$ cat src/rtl/qtcore_ctrl_pkg.sv
// Shared types and default sizing for the qtcore boot controller.
package qtcore_ctrl_pkg;

    localparam int unsigned DEF_CHAIN_LEN = 200;
    localparam int unsigned DEF_MAX_RUN   = 4096;

    typedef enum logic [2:0] {
        ST_IDLE,
        ST_LOAD_WAIT,
        ST_LOAD_SHIFT,
        ST_RUN,
        ST_DUMP_SHIFT,
        ST_DUMP_HOLD,
        ST_DONE
    } state_e;

endpackage

$ cat src/rtl/qtcore_boot_ctrl_if.sv
// Host-side byte interface of the qtcore boot controller: command, load stream, readback stream, status.
interface qtcore_boot_ctrl_if;

    logic       start;
    logic [7:0] ld_data;
    logic       ld_valid;
    logic       ld_ready;
    logic [7:0] rd_data;
    logic       rd_valid;
    logic       rd_ready;
    logic       busy;
    logic       done;
    logic       timeout;

    modport master (
        output start, ld_data, ld_valid, rd_ready,
        input  ld_ready, rd_data, rd_valid, busy, done, timeout
    );

    modport slave (
        input  start, ld_data, ld_valid, rd_ready,
        output ld_ready, rd_data, rd_valid, busy, done, timeout
    );

endinterface

$ cat src/rtl/qtcore_bit_shifter.sv
// 8-bit parallel-load / serial shift register with a bit counter; last flags the 8th shift.
module qtcore_bit_shifter (
    input  logic       clk,
    input  logic       rst,
    input  logic       load,
    input  logic [7:0] load_data,
    input  logic       shift,
    input  logic       ser_in,
    output logic       ser_out,
    output logic [7:0] par_next,
    output logic       last
);

    logic [7:0] sr_q, sr_d;
    logic [2:0] cnt_q, cnt_d;

    always_comb begin
        sr_d  = sr_q;
        cnt_d = cnt_q;
        if (load) begin
            sr_d  = load_data;
            cnt_d = '0;
        end else if (shift) begin
            sr_d  = {sr_q[6:0], ser_in};
            cnt_d = cnt_q + 3'd1;
        end
    end

    always_ff @(posedge clk or posedge rst) begin
        if (rst) begin
            sr_q  <= '0;
            cnt_q <= '0;
        end else begin
            sr_q  <= sr_d;
            cnt_q <= cnt_d;
        end
    end

    assign ser_out  = sr_q[7];
    assign par_next = sr_d;
    assign last     = shift && (cnt_q == 3'd7);

endmodule

$ cat src/rtl/qtcore_boot_ctrl.sv
// Scan-chain boot sequencer: loads an image into the core, runs it to halt or timeout,
// then reads the whole chain back while recirculating it.
module qtcore_boot_ctrl
    import qtcore_ctrl_pkg::*;
#(
    parameter int unsigned CHAIN_LEN = DEF_CHAIN_LEN,
    parameter int unsigned MAX_RUN   = DEF_MAX_RUN
) (
    input  logic                clk,
    input  logic                rst,
    qtcore_boot_ctrl_if.slave   host,
    output logic                scan_enable,
    output logic                scan_in,
    input  logic                scan_out,
    output logic                proc_en,
    input  logic                halt
);

    localparam int unsigned NBYTES = CHAIN_LEN / 8;
    localparam int unsigned BW     = $clog2(NBYTES + 1);
    localparam int unsigned RW     = $clog2(MAX_RUN + 1);

    state_e          state_q, state_d;
    logic [BW-1:0]   byte_cnt_q, byte_cnt_d;
    logic [RW-1:0]   run_cnt_q, run_cnt_d;
    logic            timeout_q, timeout_d;
    logic [7:0]      rd_data_q, rd_data_d;
    logic            ld_ready_q, ld_ready_d;
    logic            rd_valid_q, rd_valid_d;
    logic            scan_enable_q, scan_enable_d;
    logic            proc_en_q, proc_en_d;
    logic            busy_q, busy_d;
    logic            done_q, done_d;

    logic            sh_load, sh_shift, sh_ser_out, sh_last;
    logic [7:0]      sh_next;

    qtcore_bit_shifter u_shifter (
        .clk       (clk),
        .rst       (rst),
        .load      (sh_load),
        .load_data (host.ld_data),
        .shift     (sh_shift),
        .ser_in    (scan_out),
        .ser_out   (sh_ser_out),
        .par_next  (sh_next),
        .last      (sh_last)
    );

    always_comb begin
        state_d    = state_q;
        byte_cnt_d = byte_cnt_q;
        run_cnt_d  = run_cnt_q;
        timeout_d  = timeout_q;
        rd_data_d  = rd_data_q;
        sh_load    = 1'b0;
        sh_shift   = 1'b0;

        case (state_q)
            ST_IDLE, ST_DONE: begin
                if (host.start) begin
                    state_d    = ST_LOAD_WAIT;
                    timeout_d  = 1'b0;
                    byte_cnt_d = '0;
                end
            end
            ST_LOAD_WAIT: begin
                if (host.ld_valid && ld_ready_q) begin
                    sh_load = 1'b1;
                    state_d = ST_LOAD_SHIFT;
                end
            end
            ST_LOAD_SHIFT: begin
                sh_shift = 1'b1;
                if (sh_last) begin
                    // byte counter is reused for the dump, so it restarts on entering RUN
                    if (byte_cnt_q == BW'(NBYTES - 1)) begin
                        byte_cnt_d = '0;
                        run_cnt_d  = '0;
                        state_d    = ST_RUN;
                    end else begin
                        byte_cnt_d = byte_cnt_q + 1'b1;
                        state_d    = ST_LOAD_WAIT;
                    end
                end
            end
            ST_RUN: begin
                run_cnt_d = run_cnt_q + 1'b1;
                if (halt) begin
                    state_d = ST_DUMP_SHIFT;
                end else if (run_cnt_d == RW'(MAX_RUN)) begin
                    timeout_d = 1'b1;
                    state_d   = ST_DUMP_SHIFT;
                end
            end
            ST_DUMP_SHIFT: begin
                sh_shift = 1'b1;
                if (sh_last) begin
                    rd_data_d = sh_next;
                    state_d   = ST_DUMP_HOLD;
                end
            end
            ST_DUMP_HOLD: begin
                if (host.rd_ready) begin
                    byte_cnt_d = byte_cnt_q + 1'b1;
                    state_d    = (byte_cnt_q == BW'(NBYTES - 1)) ? ST_DONE : ST_DUMP_SHIFT;
                end
            end
            default: state_d = ST_IDLE;
        endcase

        ld_ready_d    = (state_d == ST_LOAD_WAIT);
        rd_valid_d    = (state_d == ST_DUMP_HOLD);
        scan_enable_d = (state_d == ST_LOAD_SHIFT) || (state_d == ST_DUMP_SHIFT);
        proc_en_d     = (state_d == ST_RUN);
        busy_d        = (state_d != ST_IDLE) && (state_d != ST_DONE);
        done_d        = (state_d == ST_DONE);
    end

    always_ff @(posedge clk or posedge rst) begin
        if (rst) begin
            state_q       <= ST_IDLE;
            byte_cnt_q    <= '0;
            run_cnt_q     <= '0;
            timeout_q     <= 1'b0;
            rd_data_q     <= '0;
            ld_ready_q    <= 1'b0;
            rd_valid_q    <= 1'b0;
            scan_enable_q <= 1'b0;
            proc_en_q     <= 1'b0;
            busy_q        <= 1'b0;
            done_q        <= 1'b0;
        end else begin
            state_q       <= state_d;
            byte_cnt_q    <= byte_cnt_d;
            run_cnt_q     <= run_cnt_d;
            timeout_q     <= timeout_d;
            rd_data_q     <= rd_data_d;
            ld_ready_q    <= ld_ready_d;
            rd_valid_q    <= rd_valid_d;
            scan_enable_q <= scan_enable_d;
            proc_en_q     <= proc_en_d;
            busy_q        <= busy_d;
            done_q        <= done_d;
        end
    end

    // Dump recirculation must be a direct tail-to-head path; a flop here would lengthen the loop by one bit.
    assign scan_in = (state_q == ST_LOAD_SHIFT) ? sh_ser_out :
                     (state_q == ST_DUMP_SHIFT) ? scan_out   : 1'b0;

    assign scan_enable   = scan_enable_q;
    assign proc_en       = proc_en_q;
    assign host.ld_ready = ld_ready_q;
    assign host.rd_valid = rd_valid_q;
    assign host.rd_data  = rd_data_q;
    assign host.busy     = busy_q;
    assign host.done     = done_q;
    assign host.timeout  = timeout_q;

endmodule

$ cat src/flat_wrapper.sv
// flat-port wrapper written by rule: the top's interface ports become plain ports
module qtcore_boot_ctrl_flat import qtcore_ctrl_pkg::*;
#(
    parameter int unsigned CHAIN_LEN = DEF_CHAIN_LEN,
    parameter int unsigned MAX_RUN   = DEF_MAX_RUN
)
  (clk, rst, scan_enable, scan_in, scan_out, proc_en, halt, host_start, host_ld_data, host_ld_valid, host_rd_ready, host_ld_ready, host_rd_data, host_rd_valid, host_busy, host_done, host_timeout);
  qtcore_boot_ctrl_if host_i ();
  input  logic clk;
  input  logic rst;
  output logic scan_enable;
  output logic scan_in;
  input  logic scan_out;
  output logic proc_en;
  input  logic halt;
  input wire logic [$bits(host_i.start)-1:0] host_start;
  input wire logic [$bits(host_i.ld_data)-1:0] host_ld_data;
  input wire logic [$bits(host_i.ld_valid)-1:0] host_ld_valid;
  input wire logic [$bits(host_i.rd_ready)-1:0] host_rd_ready;
  output wire logic [$bits(host_i.ld_ready)-1:0] host_ld_ready;
  output wire logic [$bits(host_i.rd_data)-1:0] host_rd_data;
  output wire logic [$bits(host_i.rd_valid)-1:0] host_rd_valid;
  output wire logic [$bits(host_i.busy)-1:0] host_busy;
  output wire logic [$bits(host_i.done)-1:0] host_done;
  output wire logic [$bits(host_i.timeout)-1:0] host_timeout;
  assign host_i.start = host_start;
  assign host_i.ld_data = host_ld_data;
  assign host_i.ld_valid = host_ld_valid;
  assign host_i.rd_ready = host_rd_ready;
  assign host_ld_ready = host_i.ld_ready;
  assign host_rd_data = host_i.rd_data;
  assign host_rd_valid = host_i.rd_valid;
  assign host_busy = host_i.busy;
  assign host_done = host_i.done;
  assign host_timeout = host_i.timeout;
  qtcore_boot_ctrl #(.CHAIN_LEN(CHAIN_LEN), .MAX_RUN(MAX_RUN)) u_core (.clk(clk), .rst(rst), .host(host_i), .scan_enable(scan_enable), .scan_in(scan_in), .scan_out(scan_out), .proc_en(proc_en), .halt(halt));
endmodule
$ cat config.mk
export PLATFORM = sky130hd
export DESIGN_NAME = qtcore_boot_ctrl_flat
export DESIGN_NICKNAME = d
export VERILOG_FILES = /design/src/rtl/qtcore_ctrl_pkg.sv /design/src/rtl/qtcore_boot_ctrl_if.sv /design/src/rtl/qtcore_bit_shifter.sv /design/src/rtl/qtcore_boot_ctrl.sv /design/src/flat_wrapper.sv
export SDC_FILE = /design/constraint.sdc
export NUM_CORES = 1
export LEC_CHECK = 0
export ABC_AREA = 0
export BUFFER_PORTS_ARGS = -buffer_cell sky130_fd_sc_hd__buf_2
export CAP_MARGIN = 20
export CORE_MARGIN = 5
export CORE_UTILIZATION = 55
export CTS_BUF_LIST = sky130_fd_sc_hd__clkbuf_4
export DETAILED_ROUTE_END_ITERATION = 12
export PLACE_DENSITY_LB_ADDON = 0.08
export REMOVE_ABC_BUFFERS = 1
export SETUP_SLACK_MARGIN = 0.2
export SLEW_MARGIN = 20
export SYNTH_ARGS = -nofsm -noshare
export SYNTH_HDL_FRONTEND = slang
export SYNTH_SLANG_ARGS = --single-unit
$ cat constraint.sdc
create_clock -name clk -period 2.63 [get_ports clk]
set_input_delay 0.789 -clock clk [delete_from_list [all_inputs] [get_ports clk]]
set_output_delay 0.789 -clock clk [all_outputs]
set_load 0.02 [all_outputs]
==> flow_summary.yaml, run 1 <==
floorplan:
  start_util_pct: 56.78
  dieArea_mm2: 0.005936
  coreArea_mm2: 0.004354
  ios: 31
  fp.dieH_um: 77.05
  num_rows: 24
  die_x_um: 77.05
yosys:
  synth-edff-count: 0
  ys_seq_elements: 47
  synth_seq_area_share_pct: 47.57
  synthMuxAreaShare_pct: 5.314
  synth_area_mm2: 0.002472
  synth_compound_area_share_pct: 19.13
  synth_top_family_by_area: "simple AND/OR/NAND/NOR gates"
  synthSimpleGateAreaFrac_pct: 20.09
  synth_adder_area_share_pct: 2.530
  syn_inst: 259
  synth.avg_cell_area_um2: 9.546
  async_flop_share_pct: 100.0
  synthXorXnorAreaFrac_pct: 2.075
  yosysWarnings: 0
  synth_ff_type: "dfrtp_1"
  synth.distinct_cells: 49
cells_and_area:
  fin_cells: 343
  finalCoreUtilization_pct: 63.94
  area_delta_synth_final_pct: 12.60
  antenna_cells: 0
  nets: 310
  drive_above_1_share_pct: 20.62
critical_path:
  rrSetupSlack_ns: 0.40
  startpoint_type: "register"
  worstSetupStartpoint: "u_core.state_q[2]"
  ff2ff_path_depth: 6
  endpoint: "scan_in"
  r2r-start: "u_core.run_cnt_q[0]"
  cp_max_fo: 13
  criticalPathCategory: "reg -> out"
  cp_num_cells: 4
  crit_path_top_delay_cell: "dfrtp_2"
  cp-end-kind: "output port"
  rr_endpoint: "u_core.scan_enable"
  cp_top_family: "flip-flops"
  arrival_ns: 1.53
  cp_slowest_stage_delay_ns: 0.53
  required_ns: 1.84
  path_cells: "nor2b_1 > a21oi_1 > nor2_1 > buf_2"
  cp_num_buf_inv: 1
drt:
  routed_wl_mm: 5.248
  drc: 0
  vias: 1986
  ant_nets: 0
  drtIter0Drc: 74
  viasPerCell: 5.790
  dr.pass1.iters: 4
  routedWlPerCell_um: 15.30
place:
  dp_cells: 335
  finalWeightedCongestion: 0.8440
  post-dp-hpwl_mm: 3.692
  port_buffers: 30
sta:
  skew_ns: 0.01466
  fin_crit_ns: 2.321
  worst_pin_slew_ns: 0.5806
  fmax_mhz: 430.8
  slew_headroom_pct: 61.29
  slew_viol_final: 0
  rsz0062_at_grt: "no"
  hold_violations: 0
  period_share_pct: 88.27
  tns_ns: 0
  finalSetupViolCount: 0
cts:
  cts.clk_slew.worst_paths_ns: 0.15
  clock_latency_ns: 0.37
  cts_made_buffers: 5
  cts_tree: "yes"
  htree_levels: 2
  cts.sinks: 47
  cts_root_buffer: "clkbuf_4"
  ctsResizeCount: 0
  post_cts_buffers: 0
  clk_path_buf_depth: 2
  cts_hold_buf: 0
grt:
  antenna_found_initial: 0
  track_usage_pct: 18.32
  grt_pass1_vias: 1947
  grt_pass1_wl_mm: 8.963
  grt_max_degree: 48
  grt_overflow_total: 0
run:
  cap_violations: 0
worst_hold_path:
  min_from: "u_core.u_shifter.cnt_q[0]"
  hold_class: "reg -> reg"
pwr:
  power_density_mw_per_mm2: 806.9
  total_power_mw: 2.246
  p_leak_nw: 1.236
  peakVddDrop_uv: 368.3
outcome:
  status: "completed"
==> layout by cell type, fill, tap and decap left out, types with 2 or more instances in the layout <==
cell type / Yosys / routed
dfrtp_1: 47 / 45
nor2_1: 32 / 32
buf_2: 5 / 30
nand2_1: 21 / 21
o21ai_0: 21 / 21
a21oi_1: 15 / 15
o22ai_1: 12 / 12
inv_1: 11 / 10
mux2_2: 9 / 9
a22o_1: 7 / 7
nand3_1: 7 / 7
and2_1: 5 / 5
ha_1: 5 / 5
clkbuf_4: 0 / 5
and3_1: 4 / 4
nand4_1: 4 / 4
nand2b_1: 4 / 4
mux2i_1: 3 / 3
xor2_1: 3 / 3
o31ai_1: 3 / 3
nor3b_1: 3 / 3
buf_4: 0 / 3
nor2b_1: 2 / 2
and4b_1: 2 / 2
a21o_1: 2 / 2
and4_1: 2 / 2
nor3_1: 2 / 2
bufinv_16: 0 / 2
dfrtp_2: 0 / 2
==> registers in the layout (all words and copies together), names as in the netlist, 3 cells and up <==
signal                  flops
u_core.byte_cnt_q           5
u_core.u_shifter.cnt_q      3
u_core.run_cnt_q           13
u_core.host.rd_data         8
u_core.state_q              3
u_core.u_shifter.sr_q       8
==> cell usage after synthesis (2+ instances only) <==
master | number | share of area, %
and2_1 | 5 | 1.3
a21oi_1 | 15 | 3.0
mux2i_1 | 3 | 1.2
inv_1 | 11 | 1.7
a21o_1 | 2 | 0.61
and3_1 | 4 | 1.0
buf_2 | 5 | 1.0
o22ai_1 | 12 | 3.0
nor4_1 | 2 | 0.51
mux2_2 | 9 | 4.1
nand2b_1 | 4 | 1.0
nand4_1 | 4 | 1.0
nor2_1 | 32 | 4.9
a22o_1 | 7 | 2.5
clkbuf_1 | 4 | 0.61
nor3b_1 | 3 | 0.91
o31ai_1 | 3 | 0.91
nor2b_1 | 2 | 0.51
nor3_1 | 2 | 0.40
dfrtp_1 | 47 | 48
and4b_1 | 2 | 0.81
and4_1 | 2 | 0.71
nand3_1 | 7 | 1.4
nand2_1 | 21 | 3.2
xor2_1 | 3 | 1.1
o21ai_0 | 21 | 4.3
ha_1 | 5 | 2.5
==> metal layers <==
layer	GRT usage, %	routed length (um)	vias up
met3	4.333	229	12
met2	29.12	2398	40
met4	6.186	106	0
li1	-	-	1004
met5	0	0	-
met1	24.55	2514	930
==> worst register-to-register path: cells and delay by family (launching register included) <==
kind / cells / cell delay, ns
adders and majority gates: 1 / 0.28
DFF: 1 / 0.50
AOI/OAI and AO/OA: 3 / 0.69
and+or+nand+nor: 2 / 0.68
==> where the power goes <==
group | internal (mW) | total (mW) | switching (mW) | leakage [nW]
clock network | 0.296 | 0.536 | 0.240 | 0.0514
registers | 0.902 | 1.02 | 0.114 | 0.587
logic | 0.297 | 0.694 | 0.397 | 0.597
total | 1.49 | 2.25 | 0.752 | 1.24
==> final cells by class <==
cell class              count  area (um2)
clock buffers               5       37.54
clock inverters             3       67.56
fillers                   389        1570
inverters                  11       41.29
multi-input cells         192        1221
flip-flops and latches     47        1179
well taps                  52       65.06
repair buffers             33       172.7
==> cell families (layout without fill, tap and decap cells) <==
| group | Yosys count | count (layout) |
|---|---|---|
| xor gates and xnor gates | 5 | 5 |
| and+or+nand+nor | 97 | 97 |
| adders and majority gates | 5 | 5 |
| AOI/OAI and AO/OA | 73 | 73 |
| muxes | 12 | 12 |
| buffers and inverters | 20 | 52 |
| DFF | 47 | 47 |
==> metrics by stage <==
step / hold WS, ns / setup WS [ns] / cell area [um2]
final: 0.5181 / 0.3086 / 2784
after global routing: 0.5351 / 0.2264 / 2784
after CTS: 0.5215 / 0.2299 / 2775
after detailed placement: 0.4892 / 0.3396 / 2670
after global placement: 0.4852 / 0.3584 / 2670
after floorplan: 0.4606 / 0.5006 / 2432
==> how the worst min path moves through the flow <==
stage | end | slack (ns) | cells past startpoint
finish | u_core.u_shifter.cnt_q[0] | 0.52 | 1
global route | u_core.host.rd_data[3] | 0.54 | 1
floorplan | u_core.byte_cnt_q[4] | 0.46 | 1
CTS | u_core.byte_cnt_q[4] | 0.52 | 1
detailed placement | u_core.u_shifter.cnt_q[2] | 0.49 | 1
global placement | u_core.host.rd_data[3] | 0.49 | 1
Note: power is estimated with default switching activity, not from simulation.
==> inputs of run 2 (changes only) <==
--- a/config.mk
+++ b/config.mk
@@ -6,12 +6,12 @@
 export NUM_CORES = 1
 export LEC_CHECK = 0
 export ABC_AREA = 0
-export BUFFER_PORTS_ARGS = -buffer_cell sky130_fd_sc_hd__buf_2
 export CAP_MARGIN = 20
 export CORE_MARGIN = 5
 export CORE_UTILIZATION = 55
 export CTS_BUF_LIST = sky130_fd_sc_hd__clkbuf_4
 export DETAILED_ROUTE_END_ITERATION = 12
+export DONT_BUFFER_PORTS = 1
 export PLACE_DENSITY_LB_ADDON = 0.08
 export REMOVE_ABC_BUFFERS = 1
 export SETUP_SLACK_MARGIN = 0.2
==> run 2 against run 1 <==
  * Setup slack improved by 0.091 ns
  * Sequential power increased by 11%
  * Non-clock buffer count decreased by 29
  * Sequential share of layout area increased by 2.7 points
  * Clock skew is 0.0026 ns higher
  * Routed wire length about the same
  * Critical path depth unchanged
  * Design area fell by 5.9%
  * Die area is the same
  * Cell count shrank 8.5%
  * Via count shrank 2.9%
  * Critical path type unchanged
  * Critical endpoint unchanged
  * Largest cell class unchanged
==> flow_summary.yaml, run 2 (synthesis results as in run 1) <==
outcome:
  status: "completed"
cts:
  cts.clk_slew.worst_paths_ns: 0.15
  cts_root_buffer: "clkbuf_4"
  cts_made_buffers: 5
  cts_tree: "yes"
  cts.sinks: 47
  clk_path_buf_depth: 2
  clock_latency_ns: 0.37
  htree_levels: 2
  cts_hold_buf: 0
  post_cts_buffers: 0
drt:
  drc: 0
  viasPerCell: 6.143
  routedWlPerCell_um: 16.72
  vias: 1929
  routed_wl_mm: 5.251
  dr.pass1.iters: 4
  drtIter0Drc: 109
  ant_nets: 0
critical_path:
  cp_top_family: "simple AND/OR/NAND/NOR gates"
  cp_slowest_stage_delay_ns: 0.50
  worstSetupStartpoint: "u_core.state_q[1]"
  path_cells: "nand2b_1 > nor2_1 > a21oi_1 > nor2_2"
  startpoint_type: "register"
  endpoint: "scan_in"
  cp_num_buf_inv: 0
  r2r-start: "u_core.run_cnt_q[0]"
  crit_path_top_delay_cell: "dfrtp_2"
  ff2ff_path_depth: 6
  cp_num_cells: 4
  criticalPathCategory: "reg -> out"
  cp_max_fo: 10
  arrival_ns: 1.44
  rrSetupSlack_ns: 0.41
  rr_endpoint: "u_core.scan_enable"
  required_ns: 1.84
  cp-end-kind: "output port"
cells_and_area:
  area_delta_synth_final_pct: 5.921
  drive_above_1_share_pct: 12.21
  fin_cells: 314
  top_register: "u_core.run_cnt_q"
  nets: 281
  mostFrequentLayoutCells: "dfrtp_1, nor2_1, nand2_1, o21ai_0, a21oi_1"
  largest_reg_flops: 13
  final_common_cell: "dfrtp_1"
  antenna_cells: 0
grt:
  track_usage_pct: 18.81
  antenna_found_initial: 0
  grt_max_degree: 22
  grt_pass1_wl_mm: 9.032
  grt_pass1_vias: 1826
  grt_overflow_total: 0
pwr:
  p_comb_share_pct: 24.3
  peakVddDrop_uv: 398.6
  clockPowerShare_pct: 21.5
  total_power_mw: 2.089
  power_density_mw_per_mm2: 797.7
  netSwitchingFraction_pct: 35.67
  p_leak_nw: 1.109
  p_seq_share_pct: 54.2
  p_int_mw: 1.344
  switching_power_mw: 0.7453
place:
  port_buffers: 0
  dp_cells: 306
  place_ws_ns: 0.4449
  post-dp-hpwl_mm: 3.666
  finalWeightedCongestion: 0.8247
floorplan:
  fp.dieH_um: 77.05
  start_util_pct: 56.78
  ios: 31
  dieArea_mm2: 0.005936
  die_x_um: 77.05
  num_rows: 24
  coreArea_mm2: 0.004354
sta:
  skew_ns: 0.01729
  period_share_pct: 84.81
  slew_headroom_pct: 61.46
  fin_hold_ws_ns: 0.1807
  slew_viol_final: 0
  finalSetupViolCount: 0
  setup_ws_ns: 0.3994
  hold_violations: 0
  rsz0062_at_grt: "no"
  tns_ns: 0
  fin_crit_ns: 2.231
  worst_pin_slew_ns: 0.5691
  fmax_mhz: 448.3
worst_hold_path:
  hold_class: "in -> async"
run:
  cap_violations: 0
run 2: changes by cell type in the layout (fill, tap and decap cells not counted), sizes merged:
cell / change
inv: +1
buf: -29
bufinv: -1
run 2: timing repair:
| item | in CTS | in global routing |
|---|---|---|
| gates resized for setup | 1 | 3 |
| hold endpoints to repair | 0 | 0 |
| setup endpoints to repair | 1 | 1 |
run 2: power groups by stage:
stage	Combinational (mW)	Sequential [mW]	Clock, mW
after floorplan	0.404	1.11	0
after global placement	0.497	1.15	0
after detailed placement	0.510	1.15	0
after CTS	0.511	1.13	0.466
after global routing	0.577	1.16	0.501
final	0.508	1.13	0.449
run 2: worst min path at each step:
stage / endpoint / slack, ns / cells after the start
after CTS: u_core.run_cnt_q[2] / 0.18 / 1
final: u_core.run_cnt_q[2] / 0.18 / 1
after global placement: u_core.u_shifter.cnt_q[1] / 0.49 / 1
after floorplan: u_core.byte_cnt_q[4] / 0.46 / 1
after detailed placement: u_core.u_shifter.cnt_q[1] / 0.49 / 1
after global routing: u_core.run_cnt_q[2] / 0.16 / 1
run 2: stage by stage:
step	utilization (%)	area [um2]
after global placement	58.05	2527
after detailed placement	58.05	2527
after CTS	60.03	2614
after global routing	60.14	2619
after floorplan	-	2432
final	60.14	2619
run 2: worst register-to-register path: stages (launching register included):
cell,delay (ns)
dfrtp_1,0.51
ha_1,0.27
nand3_1,0.20
nor4_1,0.32
o211ai_1,0.17
or4_4,0.46
a211oi_2,0.20
run 2: routing by layer:
metal | GRT usage, % | wire length (um)
met5 | 0 | 0
met1 | 25.66 | 2509
met4 | 5.670 | 79
met2 | 29.71 | 2439
met3 | 4.567 | 222
run 2: area by class of cell:
| type | count | area, um2 |
|---|---|---|
| sequential | 47 | 1179 |
| timing repair buffer | 4 | 30.03 |
| clock inverter | 3 | 46.29 |
| multi-input combinational | 192 | 1220 |
| clock buffer | 5 | 37.54 |
| inverter | 11 | 41.29 |
| tap | 52 | 65.06 |
| fill | 388 | 1735 |
